## config.mk

```make
export PLATFORM = sky130hd
export DESIGN_NAME = imem_loader
export DESIGN_NICKNAME = d
export VERILOG_FILES = /design/src/rtl/imem_loader.sv
export SDC_FILE = /design/constraint.sdc
export NUM_CORES = 1
export LEC_CHECK = 0
export CAP_MARGIN = 40
export CORE_AREA = 2 2 73 92
export CTS_CLUSTER_DIAMETER = 50
export DETAILED_ROUTE_END_ITERATION = 8
export DIE_AREA = 0 0 75 94
export GPL_TIMING_DRIVEN = 0
export PLACE_DENSITY = 0.87
export SYNTH_ARGS = -nofsm -noshare
export SYNTH_HDL_FRONTEND = slang
export SYNTH_SLANG_ARGS = --single-unit
export TNS_END_PERCENT = 10
```

## constraint.sdc

```tcl
create_clock -name clk -period 3.1 [get_ports clk]
set_clock_uncertainty 0.1 [all_clocks]
set_input_delay 0.465 -clock clk [delete_from_list [all_inputs] [get_ports clk]]
set_output_delay 0.465 -clock clk [all_outputs]
set_load 0.01 [all_outputs]
```

## src/rtl/imem_loader.sv

```systemverilog
// imem_loader: packs a boot byte stream into 32-bit little-endian
// instruction words and issues one instruction-memory write per word,
// holding the core in reset for the duration of the load.
module imem_loader #(
    parameter int ADDR_W = 5,
    parameter int DEPTH  = 32
) (
    input  logic              clk,
    input  logic              rst_n,
    input  logic              start,
    input  logic              abort,
    input  logic [ADDR_W:0]   load_len,
    input  logic              byte_valid,
    input  logic [7:0]        byte_data,
    output logic              byte_ready,
    output logic              wr_en,
    output logic [ADDR_W-1:0] wr_addr,
    output logic [31:0]       wr_data,
    output logic              cpu_hold,
    output logic              busy,
    output logic              done,
    output logic              err
);

    localparam logic [ADDR_W:0]   LP_DEPTH   = (ADDR_W+1)'(DEPTH);
    localparam logic [ADDR_W:0]   LP_LEN_ONE = (ADDR_W+1)'(1);
    localparam logic [ADDR_W-1:0] LP_ADR_ONE = ADDR_W'(1);

    typedef enum logic [1:0] {
        S_IDLE  = 2'd0,
        S_RECV  = 2'd1,
        S_WRITE = 2'd2,
        S_DONE  = 2'd3
    } state_t;

    state_t            r_state;
    state_t            w_next;

    logic [ADDR_W-1:0] r_addr;       // word counter / address of the word being assembled
    logic [ADDR_W:0]   r_len;        // number of words in this load
    logic [1:0]        r_byte_idx;   // lane the next byte lands in
    logic [23:0]       r_word;       // lanes 0..2; lane 3 arrives with the completing byte
    logic [ADDR_W-1:0] r_wr_addr;
    logic [31:0]       r_wr_data;
    logic              r_err;

    logic              w_len_ok;
    logic              w_xfer;
    logic              w_last_word;
    logic              w_accept;

    // Start is only legal for 1..DEPTH words; anything else raises err.
    assign w_len_ok    = (load_len != '0) && (load_len <= LP_DEPTH);
    assign w_xfer      = (r_state == S_RECV) && byte_valid;
    assign w_last_word = ({1'b0, r_addr} == (r_len - LP_LEN_ONE));
    assign w_accept    = (r_state == S_IDLE) && start && w_len_ok;

    assign wr_addr = r_wr_addr;
    assign wr_data = r_wr_data;
    assign err     = r_err;

    // State register; async reset drops straight to IDLE so wr_en falls immediately.
    always_ff @(posedge clk or negedge rst_n) begin
        if (!rst_n) begin
            r_state <= S_IDLE;
        end else begin
            r_state <= w_next;
        end
    end

    // Next-state decode and state-derived outputs; abort overrides everything.
    always_comb begin
        w_next     = r_state;
        byte_ready = 1'b0;
        wr_en      = 1'b0;
        cpu_hold   = 1'b0;
        busy       = 1'b0;
        done       = 1'b0;
        case (r_state)
            S_IDLE: begin
                if (w_accept) begin
                    w_next = S_RECV;
                end
            end
            S_RECV: begin
                byte_ready = 1'b1;
                cpu_hold   = 1'b1;
                busy       = 1'b1;
                if (w_xfer && (r_byte_idx == 2'd3)) begin
                    w_next = S_WRITE;
                end
            end
            S_WRITE: begin
                wr_en    = 1'b1;
                cpu_hold = 1'b1;
                busy     = 1'b1;
                w_next   = w_last_word ? S_DONE : S_RECV;
            end
            S_DONE: begin
                done     = 1'b1;
                cpu_hold = 1'b1;
                busy     = 1'b1;
                w_next   = S_IDLE;
            end
            default: begin
                w_next = S_IDLE;
            end
        endcase
        if (abort) begin
            w_next = S_IDLE;
        end
    end

    // Byte packing, word counter and the registered write port / err pulse.
    always_ff @(posedge clk or negedge rst_n) begin
        if (!rst_n) begin
            r_addr     <= '0;
            r_len      <= '0;
            r_byte_idx <= '0;
            r_word     <= '0;
            r_wr_addr  <= '0;
            r_wr_data  <= '0;
            r_err      <= 1'b0;
        end else begin
            r_err <= (r_state == S_IDLE) && start && !abort && !w_len_ok;
            if (abort) begin
                // Partial word is dropped; the write port keeps its last written value.
                r_byte_idx <= '0;
            end else begin
                case (r_state)
                    S_IDLE: begin
                        if (w_accept) begin
                            r_len      <= load_len;
                            r_addr     <= '0;
                            r_byte_idx <= '0;
                        end
                    end
                    S_RECV: begin
                        if (w_xfer) begin
                            case (r_byte_idx)
                                2'd0: r_word[7:0]   <= byte_data;
                                2'd1: r_word[15:8]  <= byte_data;
                                2'd2: r_word[23:16] <= byte_data;
                                default: begin
                                    // Completing byte: present the full word during WRITE.
                                    r_wr_data <= {byte_data, r_word};
                                    r_wr_addr <= r_addr;
                                end
                            endcase
                            r_byte_idx <= r_byte_idx + 2'd1;
                        end
                    end
                    S_WRITE: begin
                        r_byte_idx <= '0;
                        if (!w_last_word) begin
                            r_addr <= r_addr + LP_ADR_ONE;
                        end
                    end
                    default: begin
                    end
                endcase
            end
        end
    end

endmodule

```

Word-level counts from Yosys, hierarchy flattened
Index checks and enable logic that the tools add are counted.

storage, ports and cells
  bits in registers = 77
  logic and storage cells = 68
  output and inout port bits = 43
  input port bits = 19

operators by class
  bitwise logic cells = 2
  reduce and logical (&&, ||, !) cells = 24
  $lt $le $gt $ge = 1
  equal/unequal tests = 12
  multiplexer cells = 16
  add/subtract/negate cells = 3

operators with widths
  operator                                                number
  AND reduction 4 bit                                     5
  two-way mux 2 bit                                       7
  two-way mux 5 bit                                       2
  one-hot mux 5 bit (2 select lines)                      1
  == test 2 bit (second input constant)                   4
  one-hot mux 2 bit (4 select lines)                      1
  logical AND 1 bit                                       7
  == test 5 x 6 -> 1 bit                                  1
  less-or-equal comparator 6 bit (second input constant)  1
  != test 3 bit (second input constant)                   2
  one-hot mux 2 bit (3 select lines)                      1
  AND reduction 3 bit                                     2
  nonzero test 6 bit                                      1
  OR reduction 3 bit                                      2
  subtractor 6 x 1 -> 6 bit (second input constant)       1
  adder 5 x 1 -> 5 bit (second input constant)            1
  == test 2 x 1 -> 1 bit (second input constant)          2
  zero test 2 bit                                         2
  two-way mux 1 bit                                       4
  != test 2 bit (second input constant)                   2
  nonzero test 4 bit                                      1
  != test 3 x 2 -> 1 bit (second input constant)          1
  adder 2 x 1 -> 2 bit (second input constant)            1
  zero test 1 bit                                         2
  other kinds (3)                                         4

Longest topological paths before layout
  depth after elaboration = 6
  gate-level depth with buffers = 7
  depth with buffers taken out = 7

Least setup slack after synthesis
OpenSTA, ideal clock, no wires.

  path kind = input -> register
  start point = input load_len[0]
  end point = register r_addr[0]
  setup time = 0.125 ns
  path slack = 0.915 ns
  buffers on the path = 0
  stages = 5
  arrival time = 1.960 ns
  data required time = 2.875 ns
  path through = or4_4 > o2111a_1 > a221oi_4 > a21o_4 > mux2_4

on the way
  word-level cells in the longest chain between the ends = 5
  elaborated cells on any way between the ends = 6
  those cells by class = 1 x order compare; 1 x eq/ne; 4 x reduce/logical

ends and longest elaborated chain
  item                                                                  RTL line  source
  start, declared                                                       12        input logic [ADDR_W:0] load_len,
  less-or-equal comparator 6 bit or nonzero test 6 bit (tied branches)  53        assign w_len_ok = (load_len != '0) && (load_len <= LP_DEPTH);
  logical AND 1 bit *                                                   53
  logical AND 1 bit *                                                   56        assign w_accept = (r_state == S_IDLE) && start && w_len_ok;
  != test 2 bit (no line) *                                             -
  AND reduction 4 bit (no line) *                                       -
  end signal, assigned                                                  156       r_addr <= r_addr + LP_ADR_ONE;
  end, declared                                                         39        logic [ADDR_W-1:0] r_addr;

Mark *: on every way between the ends. The rest lies on a longest branch, timed or not.
A chain may end at the register's enable or synchronous reset.

Worst setup path after layout
  start point = register r_state[1]
  end point = output cpu_hold

on the way
  word-level cells in the longest chain between the ends = 3
  elaborated cells on any way between the ends = 5
  those cells by class = 3 x eq/ne; 1 x mux; 1 x reduce/logical

ends and longest elaborated chain
  item                                                     RTL line  source
  start, declared                                          36        state_t r_state;
  start signal, assigned                                   67        r_state <= w_next;
  == test 2 x 1 -> 1 bit or == test 2 bit (tied branches)  79        case (r_state)
  OR reduction 3 bit (no line) *                           -
  two-way mux 1 bit *                                      79
  end, declared                                            19        output logic cpu_hold,

Marked as above.

==> run_results.csv <==
group,metric,value,unit
grt,grt_util_all_layers,0.206,
hold_path,worst_hold_path_type,"in -> reg",
synthesis,gate_count_of_the_mapped_netlist,250,
die,design.portCount,62,
place,post-place-cells,396,
place,hpwl,4620,um
worst_setup_path,critical_path.max_fanout,10,
synthesis,netlist-cell-type-count,44,
drt,drc_violations_left,0,
synthesis,synth.most_common_cell,"dfrtp_1",
timing,fin_crit_sh,0.784,
die,row_count,32,
grt,grt_antenna_before_repair,0,
synthesis,synth.ff_latch_count,77,
synthesis,synth_enable_flop_cells,0,
drt,starting_drt_drc_count,99,
timing,finalSetupViolations,0,
timing,finalCriticalPeriod,2.43,ns
flow_run,drv_cap,0,
drt,via_per_inst,5.40,
outcome,run_status,"finished, final reports clean",
synthesis,yosys_warnings,0,
drt,route.detailed.wl_per_inst,16.3,um
die,fp.dieH,94,um
timing,grt_setup_unrepaired,"no",
timing,hold_viol,0,
synthesis,yosysTopAreaCellShare,0.574,
place,portBuffers,60,
drt,drt-total-wl,6720,um
clocking,tritoncts_clock_tree,"done",
cells_and_area,final-instance-count-excl-fill,413,
die,die_area,7050,um^2
clocking,cts_buffer_depth,2,
synthesis,synth_top_cells_by_area,"dfrtp_1, mux2_2, ha_1, mux2_1, nand2_1",
synthesis,post_synth_most_frequent_cells,"dfrtp_1, mux2_2, nand2_1, inv_1, nor2_1",
pwr,vdd_drop_max,0.280,mV
pwr,power,0.00229,W
worst_setup_path,timing.critical_path.arrival,1.86,ns
pwr,p_leak,2.03,nW
worst_setup_path,timing.critical_path.to_type,"output port",
synthesis,synthesized_area_per_cell,13.4,um^2
synthesis,synth_top_cell_by_area,"dfrtp_1",
grt,grt_start_max_net_pins,50,
clocking,post_cts_resize_count,0,
clocking,numClockSinks,77,
drt,antenna_violating_nets_post_route,0,
synthesis,synth_fp_nets,275,
drt,num_vias,2229,
cells_and_area,design.final.nets,348,
clocking,clkSlewWorstSetupHoldPaths,0.08,ns
clocking,cts-buffers-inserted,9,
cells_and_area,post_route_cells_drive_above_1_share,0.274,
grt,grt-ovfl-total,0,
clocking,htree_levels,3,
worst_setup_path,required,2.53,ns
synthesis,synth_ff_type,"dfrtp_1",
synthesis,synth_sequential_area_ratio,0.574,
die,design.core.area,6130,um^2
grt,grt_first_pass_wirelength,10800,um
cells_and_area,insertedDiodeCount,0,
timing,max_slew.worst_pin.slew,0.687,ns
die,die_width,75,um
worst_setup_path,worstSetupStartpointType,"flip-flop",
clocking,clock_tree_root,"clkbuf_8",
grt,vias_in_the_first_global_route,2318,
pwr,power_density,527,nW/um^2
timing,final_max_slew_viol_count,0,
place,place_congestion,0.835,
clocking,clk-insertion-delay-late,0.34,ns
synthesis,syn-cell-area,3360,um^2
drt,detailedRoute.firstPassIterationCount,4,
timing,max_freq,412,MHz
synthesis,asyncSetResetFlopFracSynth,1.00,
die,initial_core_util,0.548,
clocking,post_cts.repair.setup_buffers,0,
cells_and_area,fillerInstances,447,
worst_setup_path,crit_type,"reg -> out",
cells_and_area,flow.area_growth_from_synthesis,29.4,%
timing,slew-limit-headroom,0.542,
[cell families (layout without fill, tap and decap cells)]
| logic type | Yosys count | in the layout | synth area share |
|---|---|---|---|
| xor+xnor | 6 | 6 | 0.0157 |
| compound gates | 25 | 25 | 0.0600 |
| simple gates | 51 | 51 | 0.0839 |
| flops | 77 | 77 | 0.574 |
| buf+inv | 20 | 98 | 0.0250 |
| fa+ha+maj | 6 | 6 | 0.0224 |
| mux | 65 | 65 | 0.219 |
[stage by stage]
step                utilization  worst slack [ns]  hold WS, ns  setup TNS [ns]  instance area [um^2]
floorplan                     -             0.915       0.0694               0                  3360
global placement          0.663             -1.12        0.367          -86.15                  4060
detailed placement        0.667             0.376        0.324               0                  4090
CTS                       0.709             0.638        0.305               0                  4340
global route              0.709             0.541        0.323               0                  4340
finish                    0.709             0.671        0.323               0                  4340
[layer usage]
layer  routed length (um)  vias to the layer above  global-route usage  share of wire
met1                 2720                     1131               0.238           0.41
met5                    0                        -                   0              0
met4                   49                        0              0.0580         0.0073
li1                     -                     1033                   -              -
met3                  268                        5              0.0504          0.040
met2                 3670                       60               0.369           0.55
[path summary, 6_finish.rpt]
path                       startpoint           to  slack (ns)  cells past startpoint
max in group asynchronous       rst_n  wr_data[14]        1.85                      3
max                        r_state[1]     cpu_hold        0.67                      5
min in group asynchronous       rst_n   wr_data[2]        0.49                      2
min reg2reg                wr_addr[1]   wr_addr[1]        0.38                      2
min                             abort          err        0.32                      2
max reg2reg                  r_len[0]    r_addr[0]        0.75                      7
[cell usage in the layout (no fill, tap or decap), types with 4 or more instances in the layout]
master           synthesis  routed
dfrtp_1                 77      77
clkdlybuf4s50_1          0      59
mux2_2                  57      57
nand2_1                 17      17
inv_1                   12      12
nor2_1                   9       9
clkbuf_8                 0       9
nand3_1                  6       6
mux2_1                   6       6
ha_1                     6       6
nor3_1                   4       4
a211oi_1                 4       4
o21ai_0                  4       4
[state kept, by name (all words and copies together) (netlist names)]
register    count
wr_data        32
r_word         24
r_len           6
r_byte_idx      2
r_addr          5
r_state         2
err             1
wr_addr         5
[final cells by class]
class / instances / area [um^2] / area share
multi-input combinational: 153 / 1350 / 0.310
inverter: 13 / 48.8 / 0.0112
sequential: 77 / 1930 / 0.444
clock inverter: 7 / 121 / 0.0279
timing repair buffer: 62 / 636 / 0.146
tap: 85 / 106 / 0.0245
buffer: 7 / 35.0 / 0.00807
clock buffer: 9 / 124 / 0.0285
[where the power goes]
group	internal [W]	switching, W
clock	0.000539	0.000377
sequential	0.00108	0.0000542
combinational	0.000129	0.000114
[critical path: stages (launching register included)]
cell and delay [ns]:
dfrtp_1 0.36, buf_4 0.17, nor2_1 0.26, inv_1 0.13
buf_4 0.15, clkdlybuf4s50_1 0.46
[repair_timing]
action | in CTS | in global routing
setup endpoints to repair | 0 | 0
endpoints found under the hold margin | 28 | 0
hold buffers | 1 | 0
No activity file was read; power rests on OpenSTA's default activity.
